File: config.mk
export PLATFORM = sky130hd
export DESIGN_NAME = vga_timing_generator_flat
export DESIGN_NICKNAME = d
export VERILOG_FILES = /design/src/rtl/vga_timing_pkg.sv /design/src/rtl/vga_timing_if.sv /design/src/rtl/vga_line_counter.sv /design/src/rtl/vga_timing_generator.sv /design/src/flat_wrapper.sv
export SDC_FILE = /design/constraint.sdc
export NUM_CORES = 1
export LEC_CHECK = 0
export ABC_AREA = 1
export CAP_MARGIN = 20
export CORE_MARGIN = 2
export CORE_UTILIZATION = 56
export CTS_CLUSTER_SIZE = 24
export DETAILED_ROUTE_END_ITERATION = 10
export PLACE_DENSITY = 0.85
export SETUP_SLACK_MARGIN = 0.5
export SYNTH_ARGS = -nofsm -noshare
export SYNTH_HDL_FRONTEND = slang
export SYNTH_SLANG_ARGS = --single-unit
export TNS_END_PERCENT = 1
File: constraint.sdc
create_clock -name clk25 -period 3.5 [get_ports clk25]
set_input_delay 0.525 -clock clk25 [delete_from_list [all_inputs] [get_ports clk25]]
set_output_delay 0.525 -clock clk25 [all_outputs]
set_load 0.05 [all_outputs]
File: src/rtl/vga_timing_pkg.sv
// vga_timing_pkg: default 640x480@60 timing constants and coordinate types
package vga_timing_pkg;
  localparam int DEF_WIDTH   = 640;
  localparam int DEF_H_FRONT = 16;
  localparam int DEF_H_SYNC  = 96;
  localparam int DEF_H_BACK  = 48;
  localparam int DEF_HEIGHT  = 480;
  localparam int DEF_V_FRONT = 10;
  localparam int DEF_V_SYNC  = 2;
  localparam int DEF_V_BACK  = 33;
  localparam int DEF_H_TOTAL = DEF_WIDTH + DEF_H_FRONT + DEF_H_SYNC + DEF_H_BACK;
  localparam int DEF_V_TOTAL = DEF_HEIGHT + DEF_V_FRONT + DEF_V_SYNC + DEF_V_BACK;
  typedef logic [9:0] count_t;
  typedef logic [9:0] x_t;
  typedef logic [8:0] y_t;
endpackage

File: src/rtl/vga_timing_if.sv
// vga_timing_if: raster timing outputs; frameCount exists only with VGA_TIMING_FRAME_COUNT_EN
interface vga_timing_if;
  import vga_timing_pkg::*;
  logic screenEnd;
  logic active;
  logic hSync;
  logic vSync;
  x_t x;
  y_t y;
`ifdef VGA_TIMING_FRAME_COUNT_EN
  logic [15:0] frameCount;
  modport master (output screenEnd, active, hSync, vSync, x, y, frameCount);
  modport slave (input screenEnd, active, hSync, vSync, x, y, frameCount);
`else
  modport master (output screenEnd, active, hSync, vSync, x, y);
  modport slave (input screenEnd, active, hSync, vSync, x, y);
`endif
endinterface

File: src/rtl/vga_line_counter.sv
// vga_line_counter: modulo-N counter with sync reset, enable and wrap pulse
module vga_line_counter
  import vga_timing_pkg::*;
#(
  parameter int N = 800
) (
  input  logic   clk,
  input  logic   rst,
  input  logic   en,
  output count_t count,
  output logic   wrap
);
  localparam count_t LAST = count_t'(N - 1);
  assign wrap = en && count == LAST;
  always_ff @(posedge clk)
    if (rst) count <= '0;
    else if (en) count <= wrap ? '0 : count + 10'd1;
endmodule

File: src/rtl/vga_timing_generator.sv
// vga_timing_generator: VGA raster timing; VGA_TIMING_FRAME_COUNT_EN adds a 16-bit frameCount
module vga_timing_generator
  import vga_timing_pkg::*;
#(
  parameter int WIDTH   = DEF_WIDTH,
  parameter int H_FRONT = DEF_H_FRONT,
  parameter int H_SYNC  = DEF_H_SYNC,
  parameter int H_BACK  = DEF_H_BACK,
  parameter int HEIGHT  = DEF_HEIGHT,
  parameter int V_FRONT = DEF_V_FRONT,
  parameter int V_SYNC  = DEF_V_SYNC,
  parameter int V_BACK  = DEF_V_BACK
) (
  input logic clk25,
  input logic reset,
  vga_timing_if.master vga
);
  localparam int H_TOTAL = WIDTH + H_FRONT + H_SYNC + H_BACK;
  localparam int V_TOTAL = HEIGHT + V_FRONT + V_SYNC + V_BACK;
  localparam count_t W_C = count_t'(WIDTH);
  localparam count_t H_C = count_t'(HEIGHT);
  localparam count_t HS_START = count_t'(WIDTH + H_FRONT);
  localparam count_t HS_END = count_t'(WIDTH + H_FRONT + H_SYNC);
  localparam count_t VS_START = count_t'(HEIGHT + V_FRONT);
  localparam count_t VS_END = count_t'(HEIGHT + V_FRONT + V_SYNC);
  if (H_TOTAL > 1024 || V_TOTAL > 1024) begin : g_range
    $error("vga_timing_generator: timing totals exceed 10-bit counters");
  end
  count_t hCount, vCount;
  logic hWrap, unusedWrap, act, se;
  vga_line_counter #(.N(H_TOTAL)) hCounter (
    .clk(clk25), .rst(reset), .en(1'b1), .count(hCount), .wrap(hWrap)
  );
  vga_line_counter #(.N(V_TOTAL)) vCounter (
    .clk(clk25), .rst(reset), .en(hWrap), .count(vCount), .wrap(unusedWrap)
  );
  assign act = hCount < W_C && vCount < H_C;
  assign se = hCount == '0 && vCount == H_C;
  // Coordinates are forced to 0 in blanking so address math stays in range
  always_comb begin
    vga.active = act;
    vga.screenEnd = se;
    vga.hSync = !(hCount >= HS_START && hCount < HS_END);
    vga.vSync = !(vCount >= VS_START && vCount < VS_END);
    vga.x = act ? hCount : '0;
    vga.y = act ? vCount[8:0] : '0;
  end
`ifdef VGA_TIMING_FRAME_COUNT_EN
  always_ff @(posedge clk25)
    if (reset) vga.frameCount <= '0;
    else if (se) vga.frameCount <= vga.frameCount + 16'd1;
`endif
endmodule

File: src/flat_wrapper.sv
// flat-port wrapper written by rule: the top's interface ports become plain ports
module vga_timing_generator_flat import vga_timing_pkg::*;
#(
  parameter int WIDTH   = DEF_WIDTH,
  parameter int H_FRONT = DEF_H_FRONT,
  parameter int H_SYNC  = DEF_H_SYNC,
  parameter int H_BACK  = DEF_H_BACK,
  parameter int HEIGHT  = DEF_HEIGHT,
  parameter int V_FRONT = DEF_V_FRONT,
  parameter int V_SYNC  = DEF_V_SYNC,
  parameter int V_BACK  = DEF_V_BACK
)
  (clk25, reset, vga_screenEnd, vga_active, vga_hSync, vga_vSync, vga_x, vga_y);
  vga_timing_if vga_i ();
  input logic clk25;
  input logic reset;
  output wire logic [$bits(vga_i.screenEnd)-1:0] vga_screenEnd;
  output wire logic [$bits(vga_i.active)-1:0] vga_active;
  output wire logic [$bits(vga_i.hSync)-1:0] vga_hSync;
  output wire logic [$bits(vga_i.vSync)-1:0] vga_vSync;
  output wire logic [$bits(vga_i.x)-1:0] vga_x;
  output wire logic [$bits(vga_i.y)-1:0] vga_y;
  assign vga_screenEnd = vga_i.screenEnd;
  assign vga_active = vga_i.active;
  assign vga_hSync = vga_i.hSync;
  assign vga_vSync = vga_i.vSync;
  assign vga_x = vga_i.x;
  assign vga_y = vga_i.y;
  vga_timing_generator #(.WIDTH(WIDTH), .H_FRONT(H_FRONT), .H_SYNC(H_SYNC), .H_BACK(H_BACK), .HEIGHT(HEIGHT), .V_FRONT(V_FRONT), .V_SYNC(V_SYNC), .V_BACK(V_BACK)) u_core (.clk25(clk25), .reset(reset), .vga(vga_i));
endmodule
==> summary.txt, run 1 <==
GRT
  – Global-route wire length before repair: 5220 µm
  – Initial antenna violation count: 0
  – Vias in the first global route: 1,189
  – Largest net degree at the start of global routing: 20
  – Grt total ovfl: 0
  – GRT Resource Usage Total: 25.1%

Floorplan
  – Die footprint: 2840 µm²
  – Die height: 53.3 µm
  – Io pins: 25
  – Width of the die: 53.3 µm
  – Core area: 2250 µm²
  – Initial core utilization: 60.3%
  – Row Count: 17

Finish
  – Area Growth Syn to Fin: 21.5%
  – Fin area: 1650 µm²
  – Commonest cells after routing, fill and taps aside: nand2_1, nor2_1, inv_1
  – Final Core Density: 73.2%
  – Antenna cells: 0
  – Cell Count, Final, Fillers Out: 257
  – Most common cell after layout, fill and taps aside: nand2_1
  – Fillers: 195
  – Final #Nets: 236
  – Layout cell share with drive strength beyond 1: 14.4%

Placement
  – Pre-CTS setup slack: 0.985 ns
  – Post-placement cell count: 253
  – DP Area: 1610 µm²
  – Routability cong.: 0.860
  – I/O Buffers: 24
  – Detailed Place HPWL: 2360 µm

Job
  – Max_cap viols: 0

Yosys
  – Synth unique cells: 24
  – Post-synth net total: 209
  – Synth warn: 0
  – Synth Register Bits: 20
  – Post-synth top area cell: dfxtp_1
  – Mapped Cells: 203
  – Sequential fraction of the synthesis area: 29.5%
  – Share of the synthesized area in the top cell type: 29.5%
  – Post-Syn Area: 1360 µm²
  – Syn Area/Cell: 6.69 µm²
  – Largest cells by area after synthesis: dfxtp_1, nand2_1, nor2_1, inv_1, nand3_1

Critical path
  – Reg2Reg Setup Slack: 1.93 ns
  – Kind of critical path: flip-flop to output pin
  – Setup crit end kind: output pin
  – Worst Path Max Fanout: 19
  – Required @ worst endpoint: 2.97 ns
  – Worst setup SP type: flip-flop
  – WP data arrival: 2.31 ns

Power and ir drop
  – Total design power: 409 µW
  – Leak pwr: 0.771 nW
  – Maximum vdd drop: 237 µV
  – PwrDens: 248 nW/µm²

Timing
  – Fin crit period: 2.84 ns
  – Setup_tns: 0 ns
  – Worst rel slew slack: 65.6%
  – Fmax: 352 MHz
  – Fin. Hold Viols: 0
  – Measured slew at the worst slew-check pin: 0.515 ns
  – RSZ-0062 raised after global routing: false
  – Worst hold slack: 0.472 ns
  – Worst setup slack after layout: 0.661 ns
  – Final period util: 81.1%
  – Clock skew: 0.00752 ns
  – Pins Over Slew Limit: 0
  – Final setup fails: 0

CTS
  – Hold buffers post-CTS: 0
  – # Post-CTS Setup Buffers: 0
  – Total CTS buffers: 3
  – Clk root buf: clkbuf_4
  – Clock latency on the worst-skew pair: 0.31 ns
  – H-tree levels: 1
  – Clock Tree Buf Depth: 2
  – CTS tree: yes
  – Clk sink count: 20
  – Reg clk slew, reported paths: 0.12 ns

Routing
  – TritonRoute pass-1 iters: 10
  – Detailed-route via count: 1,367
  – Vias per cell: 5.32
  – Total wire length: 3130 µm
  – Initial DRC count: 54
  – DRC: 1
  – Final ANT Viol Nets: 0
  – DR WL/cell: 12.2 µm

Worst hold path
  – Hold/Removal Path Class: flip-flop to flip-flop

Outcome
  – Run status: finished, violations left
  – Failing checks: DRC
synth_stat cells, drive strengths merged:
library cell  instances
nor2                 48
nand2                47
inv                  33
nand3                21
dfxtp                20
a21oi                 7
nor3                  7
nand4                 6
ha                    4
xor2                  3
buf                   2
nor3b                 2
and2                  1
nor4                  1
o21ai                 1
worst paths after layout:
path                                  startpoint                               endpoint  depth (start not counted)
max          u_core.hCounter.count[8]$_SDFF_PP0_                               vga_y[8]                          6
min          u_core.hCounter.count[0]$_SDFF_PP0_    u_core.hCounter.count[0]$_SDFF_PP0_                          1
min reg2reg  u_core.hCounter.count[0]$_SDFF_PP0_    u_core.hCounter.count[0]$_SDFF_PP0_                          1
max reg2reg  u_core.hCounter.count[0]$_SDFF_PP0_  u_core.vCounter.count[0]$_SDFFE_PP0N_                          7
metal layers:
layer	wire length, µm	up-vias	GRT usage [%]
met5	0	-	0
met4	38	0	5.13
met3	262	10	5.37
met2	1460	65	42.4
met1	1360	602	32.6
li1	-	690	-
worst max-delay path, stage by stage (launching register included):
cell and delay [ns]:
dfxtp_1 0.38, nand2_2 0.12, inv_2 0.06, nor3_2 0.25, nand2_4 0.22, nor2_1 0.15
clkdlybuf4s50_1 0.81
layout make-up:
type                       count  area (µm²)  area share (%)
clock buffer                   4        36.3            2.20
inverter                      33         124            7.51
multi-input combinational    148         812            49.2
sequential                    20         400            24.3
tap                           28        35.0            2.12
timing repair buffer          24         243            14.7
timing repair:
| action | CTS | global route |
|---|---|---|
| gates resized for setup | 0 | 1 |
| endpoints found under the setup margin | 0 | 1 |
| endpoints found under the hold margin | 0 | 0 |
where the power goes:
group          total [mW]  internal [mW]  switching (mW)
sequential          0.233          0.230         0.00292
combinational      0.0360         0.0122          0.0238
clock               0.140         0.0635          0.0763
total               0.409          0.306           0.103
flip-flops by register name, summed over array words and instances (netlist names):
register,flops
u_core.vCounter.count,10
u_core.hCounter.count,10
logic make-up after synthesis:
group	Yosys count	synth area share (%)
AO/OA/AOI/OAI	8	2.95
AND/OR/NAND/NOR	133	51.2
buffers and inverters	35	10.8
adder cells (fa/ha/maj)	4	3.68
flip-flops	20	29.5
XOR/XNOR	3	1.93
Power figures use the tool's default switching activity.
==> run 2, diff against run 1 <==
CORE_UTILIZATION = 52   (was 56)
PLACE_DENSITY = 0.79   (was 0.85)
clock period = 2.9 ns   (was 3.5 ns; I/O delays follow)
==> summary.txt, run 2 (same netlist as run 1, synthesis figures left out) <==
Critical path
  – Crit-path slowest cell: clkdlybuf4s50_1
  – Kind of critical path: flip-flop to output pin
  – WP data arrival: 2.24 ns
  – Max incr delay on CP: 0.84 ns
  – Worst setup SP type: flip-flop
  – Setup crit end kind: output pin
  – Required @ worst endpoint: 2.47 ns
  – CP Cell Sequence: inv_1, ha_1, nand3_1, nor4_2, clkdlybuf4s50_1
  – Worst Path Max Fanout: 4

CTS
  – Hold buffers post-CTS: 0
  – CTS tree: yes
  – Reg clk slew, reported paths: 0.12 ns
  – Clock latency on the worst-skew pair: 0.30 ns
  – H-tree levels: 1
  – Clock Tree Buf Depth: 2
  – Clk root buf: clkbuf_4
  – Total CTS buffers: 3
  – Clk sink count: 20

Routing
  – DR WL/cell: 11.8 µm
  – DRC: 0
  – Detailed-route via count: 1,332
  – TritonRoute pass-1 iters: 4
  – Initial DRC count: 47
  – Final ANT Viol Nets: 0
  – Total wire length: 3040 µm
  – Vias per cell: 5.16

Power and ir drop
  – Leak pwr: 0.828 nW
  – Combinational group share of total power: 9.1%
  – Cell-internal power: 339 µW
  – Clock Power Share: 29.2%
  – Total design power: 457 µW
  – Sequential Power Share: 61.6%
  – Maximum vdd drop: 242 µV
  – PwrDens: 280 nW/µm²
  – Switching part of the total power: 25.8%
  – Psw: 118 µW

Timing
  – Fmax: 375 MHz
  – Worst rel slew slack: 65.5%
  – RSZ-0062 raised after global routing: true
  – Pins Over Slew Limit: 0
  – Final period util: 92.1%
  – Final setup fails: 0
  – Fin crit period: 2.67 ns
  – Measured slew at the worst slew-check pin: 0.516 ns
  – Fin. Hold Viols: 0
  – Setup_tns: 0 ns
  – Clock skew: 0.00805 ns

GRT
  – Grt total ovfl: 0
  – Largest net degree at the start of global routing: 20
  – GRT Resource Usage Total: 23.0%
  – Vias in the first global route: 1,218
  – Initial antenna violation count: 0
  – Global-route wire length before repair: 5100 µm

Finish
  – Area Growth Syn to Fin: 20.0%
  – Antenna cells: 0
  – Commonest cells after routing, fill and taps aside: nand2_1, nor2_1, inv_1
  – Final #Nets: 236
  – Top flop regs: u_core.hCounter.count: 10 flops, u_core.vCounter.count: 10 flops
  – Layout cell share with drive strength beyond 1: 14.5%
  – Most common cell after layout, fill and taps aside: nand2_1

Placement
  – Routability cong.: 0.925
  – I/O Buffers: 24
  – Detailed Place HPWL: 2380 µm

Floorplan
  – Core area: 2480 µm²
  – Die footprint: 3040 µm²
  – Initial core utilization: 54.8%
  – Die height: 55.1 µm
  – Io pins: 25
  – Width of the die: 55.1 µm
  – Row Count: 18

Outcome
  – Run status: complete, no violations

Job
  – Max_cap viols: 0

Worst hold path
  – Hold/Removal Path Class: flip-flop to flip-flop
[run 2: power by group through the flow]
stage                     registers (mW)  logic (mW)  clock network, mW
after floorplan                    0.287      0.0339                  0
final                              0.282      0.0418              0.134
after global placement             0.288      0.0437                  0
after detailed placement           0.288      0.0445                  0
after CTS                          0.282      0.0421              0.139
after global routing               0.282      0.0457              0.148
[run 2: final cells by class]
cell class | count | area, µm²
Timing Repair Buffer | 24 | 228
Fill cell | 248 | 847
Inverter | 33 | 124
Clock buffer | 3 | 22.5
Tap cell | 30 | 37.5
Sequential cell | 20 | 400
Multi-Input combinational cell | 148 | 818
[run 2: worst paths after layout]
check                                   startpoint                                    end  slack, ns  cells after the start
max reg2reg    u_core.hCounter.count[0]$_SDFF_PP0_  u_core.vCounter.count[0]$_SDFFE_PP0N_       1.34                      7
min reg2reg    u_core.hCounter.count[0]$_SDFF_PP0_    u_core.hCounter.count[0]$_SDFF_PP0_       0.48                      1
min            u_core.hCounter.count[0]$_SDFF_PP0_    u_core.hCounter.count[0]$_SDFF_PP0_       0.48                      1
max          u_core.vCounter.count[0]$_SDFFE_PP0N_                          vga_screenEnd       0.23                      5
[run 2: what timing repair did]
item | CTS | global route
endpoints found under the setup margin | 21 | 23
gates resized for setup | 14 | 2
setup buffers | 0 | 0
[run 2: critical path, delay by kind of cell (launching register included)]
family | cells | cell delay, ns
fa+ha+maj | 1 | 0.19
buf+inv | 2 | 0.97
flops | 1 | 0.36
simple gates | 2 | 0.41
[run 2: layer usage]
layer  global-route usage (%)  part of all wire, %  vias up
met2                     36.3                   46       40
met1                     31.4                   48      598
met4                     9.76                  1.4        0
met5                        0                    0        -
met3                     2.96                  5.3        6
li1                         -                    -      688
[run 2: per-stage QoR]
step	instances	worst slack [ns]	area (µm²)	utilization, %	hold WS (ns)
floorplan	203	0.824	1370	-	0.430
detailed placement	255	0.505	1620	65.4	0.463
CTS	258	0.224	1630	65.6	0.491
global placement	255	0.566	1620	65.4	0.443
global route	258	0.116	1630	65.8	0.514
finish	258	0.230	1630	65.8	0.481
==> run 3, diff against run 2 <==
CORE_UTILIZATION = 62   (was 52)
DONT_BUFFER_PORTS = 1   (was not set)
PLACE_DENSITY = 0.78   (was 0.79)
SLEW_MARGIN = 20   (was not set)
==> summary.txt, run 3 (same netlist as run 1, synthesis figures left out) <==
Outcome
  – Run status: complete, no violations

Critical path
  – Worst Path Max Fanout: 19
  – Setup crit end kind: output pin
  – CP Cell Sequence: nand2_2, inv_2, nor3_2, nand2_4, nor2_2
  – Worst setup SP type: flip-flop
  – Largest delay share family, worst path: simple AND/OR/NAND/NOR gates
  – Max incr delay on CP: 0.50 ns
  – FF-to-FF End: u_core.vCounter.count[0]$_SDFFE_PP0N_
  – WP data arrival: 1.85 ns
  – RR Startpoint: u_core.hCounter.count[0]$_SDFF_PP0_
  – Buf/Inv on CP: 1
  – Crit-path slowest cell: nor2_2
  – Required @ worst endpoint: 2.47 ns
  – Kind of critical path: flip-flop to output pin
  – Reg2Reg Setup Slack: 1.31 ns
  – Reg2Reg Depth: 7

Floorplan
  – Io pins: 25
  – Width of the die: 50.8 µm
  – Initial core utilization: 67.2%
  – Row Count: 16
  – Die height: 50.8 µm
  – Core area: 2020 µm²
  – Die footprint: 2580 µm²

CTS
  – Post-CTS sizing: 0
  – Hold buffers post-CTS: 0
  – Clk root buf: clkbuf_4
  – Reg clk slew, reported paths: 0.13 ns
  – Clock latency on the worst-skew pair: 0.32 ns
  – CTS tree: yes
  – H-tree levels: 1
  – Clock Tree Buf Depth: 2
  – # Post-CTS Setup Buffers: 0
  – Clk sink count: 20
  – Total CTS buffers: 3

Power and ir drop
  – Leak pwr: 0.721 nW
  – PwrDens: 331 nW/µm²
  – Maximum vdd drop: 295 µV

Timing
  – RSZ-0062 raised after global routing: false
  – Measured slew at the worst slew-check pin: 0.623 ns
  – Worst rel slew slack: 58.3%
  – Fin. Hold Viols: 0
  – Pins Over Slew Limit: 0
  – Fmax: 437 MHz
  – Worst hold slack: 0.353 ns
  – Clock skew: 0.00591 ns
  – Final period util: 78.9%
  – Setup_tns: 0 ns
  – Fin crit period: 2.29 ns
  – Final setup fails: 0
  – Worst setup slack after layout: 0.613 ns

GRT
  – GRT Resource Usage Total: 26.2%
  – Vias in the first global route: 1,194
  – Grt total ovfl: 0
  – Largest net degree at the start of global routing: 20
  – Global-route wire length before repair: 5130 µm
  – Initial antenna violation count: 0

Worst hold path
  – Hold EP: u_core.vCounter.count[1]$_SDFFE_PP0N_
  – WHS Path Cells: 3
  – Hold/Removal Path Class: primary input to flip-flop
  – Worst hold path startpoint: reset

Routing
  – TritonRoute pass-1 iters: 4
  – Total wire length: 3130 µm
  – Vias per cell: 5.60
  – DR WL/cell: 12.9 µm
  – DRC: 0
  – Detailed-route via count: 1,354
  – Initial DRC count: 59
  – Final ANT Viol Nets: 0

Finish
  – Commonest cells after routing, fill and taps aside: nand2_1, nor2_1, inv_1
  – Top flop regs: u_core.hCounter.count: 10 flops, u_core.vCounter.count: 10 flops
  – Fin area: 1490 µm²
  – Layout cell share with drive strength beyond 1: 20.5%
  – Final #Nets: 222
  – Antenna cells: 0
  – Area Growth Syn to Fin: 9.48%
  – Most common cell after layout, fill and taps aside: nand2_1

Placement
  – DP Area: 1450 µm²
  – I/O Buffers: 0
  – Detailed Place HPWL: 2390 µm
  – Routability cong.: 0.890
  – Pre-CTS setup slack: 0.991 ns

Job
  – Max_cap viols: 0
-- run 3: how the worst max path moves through the flow --
| stage | cells past startpoint | endpoint | from | slack (ns) |
|---|---|---|---|---|
| detailed placement | 5 | vga_x[2] | u_core.hCounter.count[8]$_SDFF_PP0_ | 0.99 |
| finish | 5 | vga_x[2] | u_core.hCounter.count[8]$_SDFF_PP0_ | 0.61 |
| global placement | 5 | vga_x[0] | u_core.hCounter.count[8]$_SDFF_PP0_ | 1.04 |
| global route | 5 | vga_x[5] | u_core.hCounter.count[9]$_SDFF_PP0_ | 0.56 |
| CTS | 5 | vga_x[2] | u_core.hCounter.count[8]$_SDFF_PP0_ | 0.63 |
| floorplan | 4 | vga_screenEnd | u_core.vCounter.count[0]$_SDFFE_PP0N_ | 0.82 |
-- run 3: per-stage QoR --
stage,utilization (%),total power [mW],instances
3_5_place_dp,71.8,0.324,238
6_report,73.6,0.493,242
4_1_cts,73.6,0.493,242
3_3_place_gp,71.8,0.323,238
2_1_floorplan,-,0.321,203
5_1_grt,73.6,0.505,242
-- run 3: report_power, final --
group,switching [mW],internal [mW]
clock network,0.0974,0.0768
registers,0.00374,0.278
logic,0.0281,0.00832
-- run 3: area by class of cell --
class	instances	area [µm²]
flip-flops and latches	20	400
clock buffers	4	36.3
multi-input cells	148	818
inverters	33	124
well taps	27	33.8
repair buffers	10	75.1
fillers	173	534
-- run 3: tightest hold or removal path, delay by kind of cell --
kind                   cells  cell delay [ns]
AO/OA/AOI/OAI              1             0.05
AND/OR/NAND/NOR            1             0.09
buffers and inverters      1             0.06
-- run 3: metal layers --
metal  up-vias  track usage, %  share of wire, %
met5         -               0                 0
met1       619            34.5                45
met3         8            2.92               6.9
met4         0            8.11               1.9
met2        64            45.0                47
li1        663               -                 -
